[config.mk]
export PLATFORM = sky130hd
export DESIGN_NAME = clk_div_bank
export DESIGN_NICKNAME = d
export VERILOG_FILES = /design/src/rtl/clk_div_pkg.sv /design/src/rtl/clk_div_chan.sv /design/src/rtl/clk_div_bank.sv
export SDC_FILE = /design/constraint.sdc
export NUM_CORES = 1
export LEC_CHECK = 0
export ABC_AREA = 0
export BUFFER_PORTS_ARGS = -buffer_cell sky130_fd_sc_hd__buf_2
export CAP_MARGIN = 10
export CORE_MARGIN = 8
export CORE_UTILIZATION = 34
export DETAILED_ROUTE_END_ITERATION = 16
export SLEW_MARGIN = 20
export SYNTH_ARGS = -nofsm -noshare
export SYNTH_HDL_FRONTEND = slang
export SYNTH_HIERARCHICAL = 1
export SYNTH_SLANG_ARGS = --single-unit
export TNS_END_PERCENT = 1
[constraint.sdc]
create_clock -name clk -period 2.7 [get_ports clk]
set_input_delay 0.405 -clock clk [delete_from_list [all_inputs] [get_ports clk]]
set_output_delay 0.405 -clock clk [all_outputs]
set_load 0.1 [all_outputs]
[src/rtl/clk_div_pkg.sv]
// Shared types and packet-width helpers for the clock divider bank.
package clk_div_pkg;

  typedef enum logic [1:0] {
    ST_OFF  = 2'd0,
    ST_LOW  = 2'd1,
    ST_HIGH = 2'd2
  } chan_state_e;

  function automatic int ch_width(input int num_ch);
    return (num_ch > 1) ? $clog2(num_ch) : 1;
  endfunction

  function automatic int pkt_width(input int num_ch, input int div_w);
    return ch_width(num_ch) + div_w;
  endfunction

endpackage

[src/rtl/clk_div_chan.sv]
// One divider channel: pending divisor, OFF/LOW/HIGH FSM and phase counter.
module clk_div_chan
  import clk_div_pkg::*;
#(
  parameter int DIV_W = 8
) (
  input  logic             clk,
  input  logic             rst_n,
  input  logic             wr_i,
  input  logic [DIV_W-1:0] wr_div_i,
  output logic             div_clk_o,
  output logic             sync_o
);

  chan_state_e      state_q, state_d;
  logic [DIV_W-1:0] cnt_q, cnt_d;
  logic [DIV_W-1:0] div_q, div_d;
  logic [DIV_W-1:0] pend_q, pend_d;
  logic             pend_vld_q, pend_vld_d;
  logic             clk_q, clk_d;
  logic             sync_q, sync_d;

  // A write landing in the same cycle as a decision point is seen at once,
  // so the newest value always wins over an older pending one.
  logic             eff_vld;
  logic [DIV_W-1:0] eff_div;
  logic             last;

  assign eff_vld = wr_i | pend_vld_q;
  assign eff_div = wr_i ? wr_div_i : pend_q;
  assign last    = (cnt_q == (div_q - DIV_W'(1)));

  always_ff @(posedge clk or negedge rst_n) begin
    if (!rst_n) begin
      state_q    <= ST_OFF;
      cnt_q      <= '0;
      div_q      <= '0;
      pend_q     <= '0;
      pend_vld_q <= 1'b0;
      clk_q      <= 1'b0;
      sync_q     <= 1'b0;
    end else begin
      state_q    <= state_d;
      cnt_q      <= cnt_d;
      div_q      <= div_d;
      pend_q     <= pend_d;
      pend_vld_q <= pend_vld_d;
      clk_q      <= clk_d;
      sync_q     <= sync_d;
    end
  end

  always_comb begin
    state_d    = state_q;
    cnt_d      = cnt_q;
    div_d      = div_q;
    pend_d     = eff_div;
    pend_vld_d = eff_vld;
    case (state_q)
      ST_OFF: begin
        cnt_d = '0;
        if (eff_vld) begin
          pend_vld_d = 1'b0;
          if (eff_div != '0) begin
            state_d = ST_LOW;
            div_d   = eff_div;
          end
        end
      end
      ST_LOW: begin
        if (last) begin
          state_d = ST_HIGH;
          cnt_d   = '0;
        end else begin
          cnt_d = cnt_q + DIV_W'(1);
        end
      end
      ST_HIGH: begin
        // End of the high phase is the only point a new divisor may take effect.
        if (last) begin
          cnt_d   = '0;
          state_d = ST_LOW;
          if (eff_vld) begin
            pend_vld_d = 1'b0;
            if (eff_div == '0) begin
              state_d = ST_OFF;
            end else begin
              div_d = eff_div;
            end
          end
        end else begin
          cnt_d = cnt_q + DIV_W'(1);
        end
      end
      default: begin
        state_d = ST_OFF;
        cnt_d   = '0;
      end
    endcase
  end

  always_comb begin
    clk_d  = (state_d == ST_HIGH);
    sync_d = clk_d & ~clk_q;
  end

  assign div_clk_o = clk_q;
  assign sync_o    = sync_q;

endmodule

[src/rtl/clk_div_bank.sv]
// Bank of independent clock dividers configured through a serial packet port.
module clk_div_bank
  import clk_div_pkg::*;
#(
  parameter int NUM_CH = 4,
  parameter int DIV_W  = 8
) (
  input  logic              clk,
  input  logic              rst_n,
  input  logic              cfg_en_i,
  input  logic              cfg_data_i,
  output logic [NUM_CH-1:0] div_clk_o,
  output logic [NUM_CH-1:0] sync_o,
  output logic              err_o
);

  localparam int CH_W  = ch_width(NUM_CH);
  localparam int PKT_W = pkt_width(NUM_CH, DIV_W);
  localparam int BC_W  = $clog2(PKT_W + 2);

  logic [PKT_W-1:0]  shift_q, shift_d;
  logic [BC_W-1:0]   bcnt_q, bcnt_d;
  logic              en_q;
  logic              err_q, err_d;
  logic [CH_W-1:0]   pkt_ch;
  logic [DIV_W-1:0]  pkt_div;
  logic              commit;
  logic              pkt_ok;
  logic [NUM_CH-1:0] wr;

  // Packet bits arrive MSB first while cfg_en_i is high; the first low cycle
  // afterwards is the commit cycle that judges and dispatches the packet.
  assign pkt_ch  = shift_q[PKT_W-1 -: CH_W];
  assign pkt_div = shift_q[DIV_W-1:0];
  assign commit  = en_q & ~cfg_en_i;
  assign pkt_ok  = (bcnt_q == BC_W'(PKT_W)) &&
                   ({1'b0, pkt_ch} < (CH_W + 1)'(NUM_CH));

  always_ff @(posedge clk or negedge rst_n) begin
    if (!rst_n) begin
      shift_q <= '0;
      bcnt_q  <= '0;
      en_q    <= 1'b0;
      err_q   <= 1'b0;
    end else begin
      shift_q <= shift_d;
      bcnt_q  <= bcnt_d;
      en_q    <= cfg_en_i;
      err_q   <= err_d;
    end
  end

  always_comb begin
    shift_d = shift_q;
    bcnt_d  = bcnt_q;
    err_d   = err_q;
    wr      = '0;
    if (cfg_en_i) begin
      shift_d = {shift_q[PKT_W-2:0], cfg_data_i};
      if (bcnt_q != BC_W'(PKT_W + 1)) bcnt_d = bcnt_q + BC_W'(1);
    end else if (commit) begin
      bcnt_d = '0;
      if (!pkt_ok) err_d = 1'b1;
      for (int i = 0; i < NUM_CH; i++) begin
        wr[i] = pkt_ok && (pkt_ch == CH_W'(i));
      end
    end
  end

  assign err_o = err_q;

  for (genvar g = 0; g < NUM_CH; g++) begin : g_chan
    clk_div_chan #(
      .DIV_W(DIV_W)
    ) u_chan (
      .clk      (clk),
      .rst_n    (rst_n),
      .wr_i     (wr[g]),
      .wr_div_i (pkt_div),
      .div_clk_o(div_clk_o[g]),
      .sync_o   (sync_o[g])
    );
  end

endmodule

==> results of run 1 <==
-- area by class of cell --
cell class	count	area (µm²)
Fill cell	1978	12300
Multi-Input combinational cell	452	3780
Sequential cell	132	3300
Clock buffer	20	467
Timing Repair Buffer	56	403
Tap cell	275	344
Clock inverter	12	106
Inverter	25	93.8
-- metal layers --
metal	global-route usage (%)	up-vias
li1	-	2385
met1	15.1	2419
met2	17.4	63
met3	2.84	16
met4	3.65	0
met5	0	-
-- layout by cell type, fill, tap and decap left out, types with 4 or more instances in the layout --
master and n:
sky130_fd_sc_hd__clkinv_2 4, sky130_fd_sc_hd__or4_1 10, sky130_fd_sc_hd__and3_1 13, sky130_fd_sc_hd__nand2b_1 8, sky130_fd_sc_hd__nand3b_1 4, sky130_fd_sc_hd__o211ai_1 4, sky130_fd_sc_hd__buf_4 42, sky130_fd_sc_hd__mux2_4 8
sky130_fd_sc_hd__clkbuf_16 17, sky130_fd_sc_hd__nor2b_1 6, sky130_fd_sc_hd__nand3_1 24, sky130_fd_sc_hd__xor2_1 29, sky130_fd_sc_hd__o21ai_0 6, sky130_fd_sc_hd__xnor2_1 33, sky130_fd_sc_hd__mux2_2 67, sky130_fd_sc_hd__clkinvlp_4 4
sky130_fd_sc_hd__or2b_1 4, sky130_fd_sc_hd__o311ai_1 4, sky130_fd_sc_hd__dfrtp_1 132, sky130_fd_sc_hd__a21oi_1 9, sky130_fd_sc_hd__a32oi_1 4, sky130_fd_sc_hd__buf_2 11, sky130_fd_sc_hd__nor3b_2 5, sky130_fd_sc_hd__nor4_1 15
sky130_fd_sc_hd__o21ai_1 4, sky130_fd_sc_hd__nor3_1 15, sky130_fd_sc_hd__ha_1 24, sky130_fd_sc_hd__inv_1 24, sky130_fd_sc_hd__nand2_1 10, sky130_fd_sc_hd__o21bai_1 5, sky130_fd_sc_hd__a21o_1 5, sky130_fd_sc_hd__nor2_1 55
-- worst reg2reg max path: cells and delay by family (launching register included) --
family | cells | cell delay, ps
compound gates | 2 | 680
simple gates | 3 | 1100
mux | 1 | 310
flops | 1 | 380
buf+inv | 1 | 60
fa+ha+maj | 1 | 170
-- timing repair --
| action | 4_1_cts | 5_1_grt |
|---|---|---|
| hold endpoints to repair | 22 | 0 |
| buffers inserted | 0 | 0 |
| setup endpoints to repair | 42 | 60 |
| pin swaps | 0 | 13 |
| hold buffers | 1 | 0 |
| resized for setup | 4 | 30 |
-- stage by stage --
step	hold WS [ps]	utilization (%)	instances	total power, µW	area (µm²)
5_1_grt	217	41.0	972	5010	8500
2_1_floorplan	109	-	620	2420	7090
3_3_place_gp	444	37.4	939	2610	7760
4_1_cts	204	40.3	972	4850	8360
6_report	222	41.0	972	4800	8500
3_5_place_dp	433	37.4	939	2620	7760
-- flip-flops by register name, summed over array words and instances (netlist names) --
| name | cells |
|---|---|
| g_chan.u_chan/cnt_q | 32 |
| g_chan.u_chan/div_q | 32 |
| g_chan.u_chan/pend_q | 32 |
| shift_q | 10 |
| g_chan.u_chan/state_q | 8 |
| bcnt_q | 4 |
| g_chan.u_chan/div_clk_o | 4 |
| g_chan.u_chan/pend_vld_q | 4 |
| g_chan.u_chan/sync_o | 4 |
| en_q | 1 |
| err_o | 1 |
-- final timing paths --
kind	start	to
max in group asynchronous	rst_n	g_chan[0].u_chan/state_q[1]$_DFF_PN0_
min in group asynchronous	rst_n	g_chan[1].u_chan/div_q[1]$_DFFE_PN0P_
worst min-delay path	cfg_data_i	shift_q[0]$_DFFE_PN0P_
worst max-delay path	g_chan[2].u_chan/div_q[0]$_DFFE_PN0P_	g_chan[2].u_chan/div_q[6]$_DFFE_PN0P_
worst min register to register	g_chan[1].u_chan/div_clk_o$_DFF_PN0_	g_chan[1].u_chan/sync_o$_DFF_PN0_
worst max register to register	g_chan[2].u_chan/div_q[0]$_DFFE_PN0P_	g_chan[2].u_chan/div_q[6]$_DFFE_PN0P_
-- power groups by stage --
stage                     clock [µW]  combinational [µW]  sequential (µW)
after global routing            2350                 479             2180
after detailed placement           0                 418             2200
after CTS                       2270                 423             2160
after floorplan                    0                 223             2190
final                           2200                 430             2170
after global placement             0                 416             2200
-- cells by family after synthesis --
| family | synth area share, % |
|---|---|
| AO/OA/AOI/OAI | 9.24 |
| adder cells (fa/ha/maj) | 4.59 |
| XOR/XNOR | 7.67 |
| flip-flops | 46.6 |
| AND/OR/NAND/NOR | 17.0 |
| multiplexers | 12.7 |
| buffers and inverters | 2.24 |
==> run_results.csv, run 1 <==
group,metric,value,unit
sta,final-setup-viol-count,21,
synth,ys.warnings.count,6,
synth,sequential_element_share_of_the_synthesized_area,46.6,%
setup_path,timing_worst_setup_path_type,"flop to flop",
synth,ys_top_cells_by_count,"132 x sky130_fd_sc_hd__dfrtp_1, 69 x sky130_fd_sc_hd__mux2_2, 56 x sky130_fd_sc_hd__nor2_1",
drt,route.detailed.vias_per_inst,5.02,
clock_tree,clock_tree.root_cell,"sky130_fd_sc_hd__clkbuf_16",
sta,worst_pin_slew,591,ps
floorplanning,die-height,160,µm
sta,layout_setup_ws,-122,ps
drt,initialDrtViolationCount,205,
setup_path,timing.critical_path.slowest_cell_delay,490,ps
drt,wirelength_met1,6.93,mm
clock_tree,cts_sinks,132,
grt,grt_usage,11.2,%
final_layout,nets,714,
sta,worst_slew_margin_rel,60.2,%
synth,synth.avg_cell_area,11.4,µm²
hold_path,timing.hold.worst_path_depth,2,
place,buffer_ports.inserted,12,
floorplanning,core.rowCount,53,
grt,grt_overflow_total,0,
setup_path,timing.critical_path.buf_inv,1,
sta,timing.clock.skew,6.07,ps
final_layout,diodes,0,
setup_path,critical_path.slowest_cell,"sky130_fd_sc_hd__a2111o_1",
power,power.combinational.fraction,9.0,%
sta,rsz0062_at_grt,"yes",
power,switching_share,24.9,%
final_layout,layout-drive-gt1-share,30.4,%
power,power_report.internal_total,3600,µW
sta,fmax,354,MHz
drt,routed_wire_length_on_met3,403,µm
setup_path,worst-path-stages,8,
drt,post_drt_wl_per_cell,14.3,µm
setup_path,path_delay_family,"simple AND/OR/NAND/NOR gates",
synth,synth_enable_flop_cells,0,
synth,synth_async_sr_flop_share,100,%
setup_path,cp_cell_sequence,"inv_1 -> ha_2 -> or3b_4 -> or4_1 -> a2111o_1 -> nor4b_4 -> o211ai_4 -> mux2_2",
final_layout,syn2layout_area_growth,20.0,%
power,power.static_leakage,0.00391,µW
synth,post-synth-top-area-cell,"sky130_fd_sc_hd__dfrtp_1",
sta,report.final.slew_viol_count,0,
sta,setup-tns-final,-1990,ps
synth,synth_top_cells_by_area,"sky130_fd_sc_hd__dfrtp_1 47%, sky130_fd_sc_hd__mux2_2 11%, sky130_fd_sc_hd__ha_1 4.6%",
floorplanning,starting_density_of_the_core,34.1,%
floorplanning,placeableCoreArea,20800,µm²
drt,drt.antenna.violating_nets,0,
synth,distinct_cell_type_count_of_the_synthesized_netlist,67,
clock_tree,cts-root-to-sink-buffers,2,
setup_path,worstSetupStartpointType,"flop",
status,failed_checks,"negative setup slack",
power,power.clock.fraction,45.9,%
clock_tree,cts.htree.levels,4,
grt,number_of_global_route_vias_before_repair,4947,
setup_path,worstPathMaxFanout,8,
setup_path,r2r_cells,8,
flow_run,drv.max_cap_violation_count,0,
sta,timing.final.crit_share,105,%
synth,syn-num-nets,650,
grt,wire_length_of_the_first_global_routing_pass,24.1,mm
drt,total_via_count_in_the_routed_design,4883,
clock_tree,clk-insertion-delay-late,410,ps
clock_tree,tritoncts_clock_tree,"yes",
drt,drt-pass1-iter-count,4,
power,seqPwrFrac,45.1,%
drt,maxUsedRoutingLayer,"met4",
synth,synth_most_common_cell,"sky130_fd_sc_hd__dfrtp_1",
setup_path,critical_path_arrival,3120,ps
clock_tree,clkSlewWorstSetupHoldPaths,60,ps
setup_path,worstPathRequired,3000,ps
place,dpl_worst_slack,-104,ps
synth,post_synth_instance_area,7080,µm²
status,outcome,"complete, but fails checks",
power,p_sw,1190,µW
grt,grt_antenna_before_repair,0,
synth,syn_inst,620,
synth,synth_largest_type_area_fraction,46.6,%
synth,synth.ff_latch_count,132,
place,finalWeightedCongestion,0.758,
drt,routed-wl-met2,6.42,mm
power,worst_ir_drop_vdd,0.000402,V
clock_tree,cts_made_buffers,17,
grt,maximum_number_of_pins_on_one_net_before_global_route_repair,66,
floorplanning,pin_count,13,
sta,finalCriticalPeriod,2820,ps
place,dpl.hpwl,9.88,mm
sta,final_hold_viols,0,
hold_path,worst_hold_check_path_type,"input port to flop",
power,power_density,564,nW/µm²
drt,routed_wirelength,13.9,mm
setup_path,reg2reg_slack,-120,ps
floorplanning,die-area,25700,µm²
synth,ys_dominant_reg_cell,"sky130_fd_sc_hd__dfrtp_1",
drt,drc_errors,0,
setup_path,timing.critical_path.to_type,"flop",
floorplanning,die_w,160,µm
Note: power is estimated with default switching activity, not from simulation.
==> inputs of run 2 (changes only) <==
Settings changed: CORE_MARGIN 8 to 2, CORE_UTILIZATION 34 to 57, PLACE_DENSITY set to 0.76.
==> run 2 against run 1 <==
  * The run still ends with negative setup slack left
  * Critical path depth stayed put
  * Critical endpoint is now g_chan[1].u_chan/div_q[5]$_DFFE_PN0P_
  * First-iteration DRC count is 35% higher
  * Final cell count is 11% lower
==> run_results.csv, run 2 (synthesized netlist as in run 1, its figures left out) <==
group,metric,value,unit
clock_tree,clock_tree.root_cell,"sky130_fd_sc_hd__clkbuf_16",
clock_tree,cts_sinks,132,
sta,finalCriticalPeriod,2850,ps
final_layout,stdcell_area,8410,µm²
sta,worst_pin_slew,580,ps
grt,maximum_number_of_pins_on_one_net_before_global_route_repair,46,
setup_path,critical_path_arrival,3150,ps
sta,layout_setup_ws,-146,ps
floorplanning,die-area,13300,µm²
grt,grt_antenna_before_repair,0,
grt,grt_usage,23.8,%
power,power.static_leakage,0.00394,µW
sta,timing.final.crit_share,105,%
floorplanning,placeableCoreArea,12100,µm²
sta,timing.clock.skew,4.49,ps
place,buffer_ports.inserted,12,
drt,routed_wirelength,14.5,mm
setup_path,critPathLaunch,"g_chan[1].u_chan/div_q[1]$_DFFE_PN0P_",
final_layout,final_common_cell,"sky130_fd_sc_hd__dfrtp_1",
setup_path,worstReg2RegEnd,"g_chan[1].u_chan/div_q[5]$_DFFE_PN0P_",
place,finalWeightedCongestion,0.832,
setup_path,worstPathRequired,3010,ps
place,place_area,7630,µm²
sta,rsz0062_at_grt,"yes",
hold_path,hold_path.startpoint,"cfg_data_i",
setup_path,worstReg2RegStart,"g_chan[1].u_chan/div_q[1]$_DFFE_PN0P_",
final_layout,diodes,0,
drt,drc_errors,0,
final_layout,syn2layout_area_growth,18.7,%
floorplanning,starting_density_of_the_core,58.7,%
status,outcome,"complete, but fails checks",
floorplanning,die-height,115,µm
status,failed_checks,"negative setup slack",
power,power.clock.fraction,48.9,%
final_layout,layout-drive-gt1-share,29.8,%
hold_path,timing.hold.worst_path_depth,2,
drt,drt.antenna.violating_nets,0,
hold_path,hold_end,"shift_q[0]$_DFFE_PN0P_",
drt,post_drt_wl_per_cell,16.8,µm
hold_path,worst_hold_check_path_type,"input port to flop",
setup_path,r2r_cells,8,
place,placedCellCount,832,
grt,number_of_global_route_vias_before_repair,5227,
clock_tree,clk-insertion-delay-late,420,ps
final_layout,multiInputGateArea,3730,µm²
sta,fmax,351,MHz
grt,grt_overflow_total,0,
sta,worst_hold_slack,273,ps
drt,drt-pass1-iter-count,4,
sta,setup-tns-final,-2110,ps
power,power_report.internal_total,3870,µW
setup_path,reg2reg_slack,-150,ps
sta,final-setup-viol-count,21,
power,switching_share,23.5,%
final_layout,finalNonFillerCells,866,
power,worst_ir_drop_vdd,0.000538,V
flow_run,drv.max_cap_violation_count,0,
power,p_sw,1190,µW
sta,worst_slew_margin_rel,61.3,%
floorplanning,pin_count,13,
clock_tree,clkSlewWorstSetupHoldPaths,60,ps
drt,total_via_count_in_the_routed_design,4982,
floorplanning,core.rowCount,40,
final_layout,mostFrequentLayoutCells,"132 x sky130_fd_sc_hd__dfrtp_1, 69 x sky130_fd_sc_hd__mux2_2, 55 x sky130_fd_sc_hd__nor2_1",
final_layout,nets,715,
power,power_density,602,nW/µm²
grt,wire_length_of_the_first_global_routing_pass,24.8,mm
final_layout,reg.largest.list,"g_chan.u_chan/cnt_q (32), g_chan.u_chan/div_q (32), g_chan.u_chan/pend_q (32)",
final_layout,seqCellArea,3300,µm²
sta,final_hold_viols,0,
drt,route.detailed.vias_per_inst,5.75,
setup_path,worstSetupStartpointType,"flop",
clock_tree,tritoncts_clock_tree,"yes",
final_layout,fillerInstances,833,
clock_tree,cts_made_buffers,17,
setup_path,worstPathMaxFanout,8,
setup_path,timing.critical_path.to_type,"flop",
setup_path,timing_worst_setup_path_type,"flop to flop",
final_layout,final_core_util,69.7,%
power,seqPwrFrac,43.4,%
power,power.combinational.fraction,7.8,%
drt,initialDrtViolationCount,276,
place,dpl.hpwl,9.94,mm
floorplanning,die_w,115,µm
clock_tree,cts-root-to-sink-buffers,2,
clock_tree,cts.htree.levels,4,
sta,report.final.slew_viol_count,0,
## run 2: what timing repair did
item,4_1_cts,5_1_grt
pin swaps,8,12
endpoints found under the setup margin,43,60
hold endpoints to repair,42,0
hold buffers,1,0
resized for setup,11,12
buffers inserted,1,0
## run 2: area by class of cell
class | count | share of cell area (%)
repair buffers | 57 | 5.03
flip-flops and latches | 132 | 39.3
clock inverters | 12 | 2.11
multi-input cells | 452 | 44.4
inverters | 25 | 1.12
clock buffers | 20 | 5.55
well taps | 168 | 2.50
## run 2: critical path, cell delays in order, from the launching register on
cell and delay [ps]:
sky130_fd_sc_hd__dfrtp_1 370, sky130_fd_sc_hd__inv_1 60, sky130_fd_sc_hd__ha_2 170, sky130_fd_sc_hd__or3b_4 380, sky130_fd_sc_hd__or4_4 430, sky130_fd_sc_hd__a2111o_1 450
sky130_fd_sc_hd__nor4b_4 380, sky130_fd_sc_hd__o211ai_4 170, sky130_fd_sc_hd__mux2_2 310
## run 2: worst max path at each step
stage / to / slack, ps / cells after the start
after global placement: g_chan[1].u_chan/div_q[7]$_DFFE_PN0P_ / -30 / 8
after CTS: g_chan[2].u_chan/sync_o$_DFF_PN0_ / -130 / 8
after global routing: g_chan[1].u_chan/div_q[5]$_DFFE_PN0P_ / -230 / 8
after detailed placement: g_chan[2].u_chan/div_q[7]$_DFFE_PN0P_ / -120 / 8
after floorplan: g_chan[1].u_chan/sync_o$_DFF_PN0_ / -40 / 8
final: g_chan[1].u_chan/div_q[5]$_DFFE_PN0P_ / -150 / 8
## run 2: metal layers
metal  wire length, µm  vias to the layer above  track usage, %
li1                  -                     2384               -
met1              6470                     2512            29.9
met2              7350                       67            39.8
met3               466                       19            6.17
met4               241                        0            8.51
met5                 0                        -               0
## run 2: stage by stage
stage          setup WS (ps)  total power, µW
2_1_floorplan          -43.5             2420
3_3_place_gp           -29.6             2590
3_5_place_dp            -125             2610
4_1_cts                 -133             5110
5_1_grt                 -230             5260
6_report                -146             5060
## run 2: power groups by stage
stage / registers [µW] / logic (µW) / clock network, µW
4_1_cts: 2190 / 395 / 2520
2_1_floorplan: 2190 / 223 / 0
3_5_place_dp: 2220 / 386 / 0
5_1_grt: 2210 / 437 / 2610
3_3_place_gp: 2210 / 371 / 0
6_report: 2190 / 394 / 2470
==> inputs of run 3 (changes only) <==
Settings changed: CORE_UTILIZATION 57 to 40, PLACE_DENSITY 0.76 to unset.
==> run 3 against run 2 <==
  * The run still ends with negative setup slack left
  * Hold slack got worse by 9.6 ps
  * Setup slack better by 57 ps
  * Fmax up 2.1%
  * Die area is 41% higher
  * Routed wire length increased by 0.97%
  * Largest power group unchanged
  * Register-to-register slack improved by 60 ps
  * Utilization down 21 points
  * Critical path type unchanged
  * Sequential power about the same
  * Count of clock-buffer cells in the layout grew 1
==> run_results.csv, run 3 (synthesized netlist as in run 1, its figures left out) <==
group,metric,value,unit
final_layout,diodes,0,
setup_path,timing.critical_path.to_type,"flop",
place,dpl_worst_slack,-143,ps
drt,drt.antenna.violating_nets,0,
floorplanning,core.rowCount,48,
floorplanning,placeableCoreArea,17300,µm²
setup_path,timing_worst_setup_path_type,"flop to flop",
drt,total_via_count_in_the_routed_design,4940,
grt,grt_antenna_before_repair,0,
drt,routed-wl-met2,7.22,mm
setup_path,worstPathMaxFanout,5,
final_layout,reg.largest.list,"g_chan.u_chan/cnt_q (32), g_chan.u_chan/div_q (32), g_chan.u_chan/pend_q (32)",
final_layout,fillerInstances,1550,
sta,worst_slew_margin_rel,57.0,%
sta,worst_pin_slew,639,ps
sta,finalCriticalPeriod,2790,ps
floorplanning,die-height,137,µm
floorplanning,die-area,18800,µm²
grt,grt_usage,17.1,%
grt,maximum_number_of_pins_on_one_net_before_global_route_repair,76,
clock_tree,clock_tree.root_cell,"sky130_fd_sc_hd__clkbuf_16",
clock_tree,cts-root-to-sink-buffers,2,
drt,wirelength_met1,6.93,mm
final_layout,nets,714,
drt,drt-pass1-iter-count,4,
clock_tree,clk-insertion-delay-late,410,ps
clock_tree,clkSlewWorstSetupHoldPaths,60,ps
final_layout,multiInputGateArea,3770,µm²
sta,timing.clock.skew,8.12,ps
setup_path,critical_path.slowest_cell,"sky130_fd_sc_hd__a2111o_1",
drt,routed_wire_length_on_met3,313,µm
setup_path,cp_cell_sequence,"inv_1 -> ha_2 -> or3b_4 -> or4_4 -> a2111o_1 -> or3_4 -> o211a_1 -> nor4b_2",
setup_path,timing.critical_path.slowest_cell_delay,440,ps
sta,fmax,359,MHz
sta,final_hold_viols,0,
floorplanning,pin_count,13,
sta,rsz0062_at_grt,"yes",
flow_run,drv.max_cap_violation_count,0,
final_layout,final_common_cell,"sky130_fd_sc_hd__dfrtp_1",
drt,routed_wirelength,14.7,mm
hold_path,worst_hold_check_path_type,"input port to flop",
setup_path,critical_path_arrival,3110,ps
place,buffer_ports.inserted,12,
sta,final-setup-viol-count,20,
power,power_density,584,nW/µm²
floorplanning,die_w,137,µm
grt,grt_overflow_total,0,
clock_tree,cts.htree.levels,4,
sta,report.final.slew_viol_count,0,
place,place_area,7700,µm²
power,power.static_leakage,0.00392,µW
grt,wire_length_of_the_first_global_routing_pass,25.5,mm
final_layout,mostFrequentLayoutCells,"132 x sky130_fd_sc_hd__dfrtp_1, 69 x sky130_fd_sc_hd__mux2_2, 55 x sky130_fd_sc_hd__nor2_1",
drt,drc_errors,0,
place,placedCellCount,889,
place,dpl.hpwl,10.4,mm
grt,number_of_global_route_vias_before_repair,5211,
final_layout,stdcell_area,8460,µm²
drt,route.detailed.vias_per_inst,5.37,
place,finalWeightedCongestion,0.827,
status,failed_checks,"negative setup slack",
setup_path,worstSetupStartpointType,"flop",
clock_tree,cts_made_buffers,17,
final_layout,syn2layout_area_growth,19.5,%
final_layout,finalNonFillerCells,920,
setup_path,worstPathRequired,3020,ps
floorplanning,starting_density_of_the_core,41.0,%
final_layout,layout-drive-gt1-share,29.8,%
final_layout,seqCellArea,3300,µm²
drt,post_drt_wl_per_cell,15.9,µm
status,outcome,"complete, but fails checks",
sta,timing.final.crit_share,103,%
power,worst_ir_drop_vdd,0.000452,V
sta,layout_setup_ws,-88.9,ps
drt,initialDrtViolationCount,252,
clock_tree,cts_sinks,132,
clock_tree,tritoncts_clock_tree,"yes",
drt,maxUsedRoutingLayer,"met4",
==> run 3: timing repair <==
| item | CTS | global route |
|---|---|---|
| resized for setup | 17 | 15 |
| buffers inserted | 0 | 0 |
| endpoints found under the hold margin | 18 | 0 |
| pin swaps | 9 | 10 |
| setup endpoints to repair | 46 | 63 |
| hold buffers | 1 | 0 |
==> run 3: critical path: cells and delay by family (launching register included) <==
kind                     cells  cell delay [ps]
AO/OA/AOI/OAI                2              700
adder cells (fa/ha/maj)      1              170
buffers and inverters        1               70
flip-flops                   1              380
AND/OR/NAND/NOR              4             1390
==> run 3: routing by layer <==
layer	up-vias	GRT usage (%)
li1	2377	-
met1	2500	22.1
met2	47	28.3
met3	16	3.63
met4	0	6.13
met5	-	0
==> run 3: cell type report <==
class	count	area share, %
Multi-Input combinational cell	452	44.5
Sequential cell	132	39.0
Clock buffer	21	5.56
Timing Repair Buffer	56	4.91
Tap cell	225	3.33
Clock inverter	9	1.52
Inverter	25	1.11
==> run 3: metrics by stage <==
stage | hold slack [ps] | TNS (ps) | utilization (%) | total power [µW]
3_3_place_gp | 300 | -1150 | 44.5 | 2610
2_1_floorplan | 109 | -350 | - | 2420
6_report | 263 | -1250 | 48.9 | 4950
5_1_grt | 248 | -4800 | 48.9 | 5150
4_1_cts | 241 | -2250 | 48.6 | 4990
3_5_place_dp | 307 | -3590 | 44.5 | 2620
==> run 3: power by group <==
part | internal, µW | switching (µW) | total, µW | leakage (µW)
registers | 2070 | 114 | 2180 | 0.00179
logic | 204 | 226 | 430 | 0.00184
clock network | 1510 | 826 | 2340 | 0.000291
total | 3780 | 1170 | 4950 | 0.00392
==> run 3: path summary, 6_finish.rpt <==
check	cells after the start	slack [ps]	from	endpoint
max	8	-90	g_chan[2].u_chan/div_q[0]$_DFFE_PN0P_	g_chan[2].u_chan/sync_o$_DFF_PN0_
min	2	260	cfg_data_i	shift_q[0]$_DFFE_PN0P_
max reg2reg	8	-90	g_chan[2].u_chan/div_q[0]$_DFFE_PN0P_	g_chan[2].u_chan/sync_o$_DFF_PN0_
min reg2reg	1	450	g_chan[0].u_chan/div_clk_o$_DFF_PN0_	g_chan[0].u_chan/sync_o$_DFF_PN0_
max in group asynchronous	3	1490	rst_n	g_chan[0].u_chan/cnt_q[3]$_DFF_PN0_
min in group asynchronous	2	410	rst_n	g_chan[2].u_chan/cnt_q[4]$_DFF_PN0_
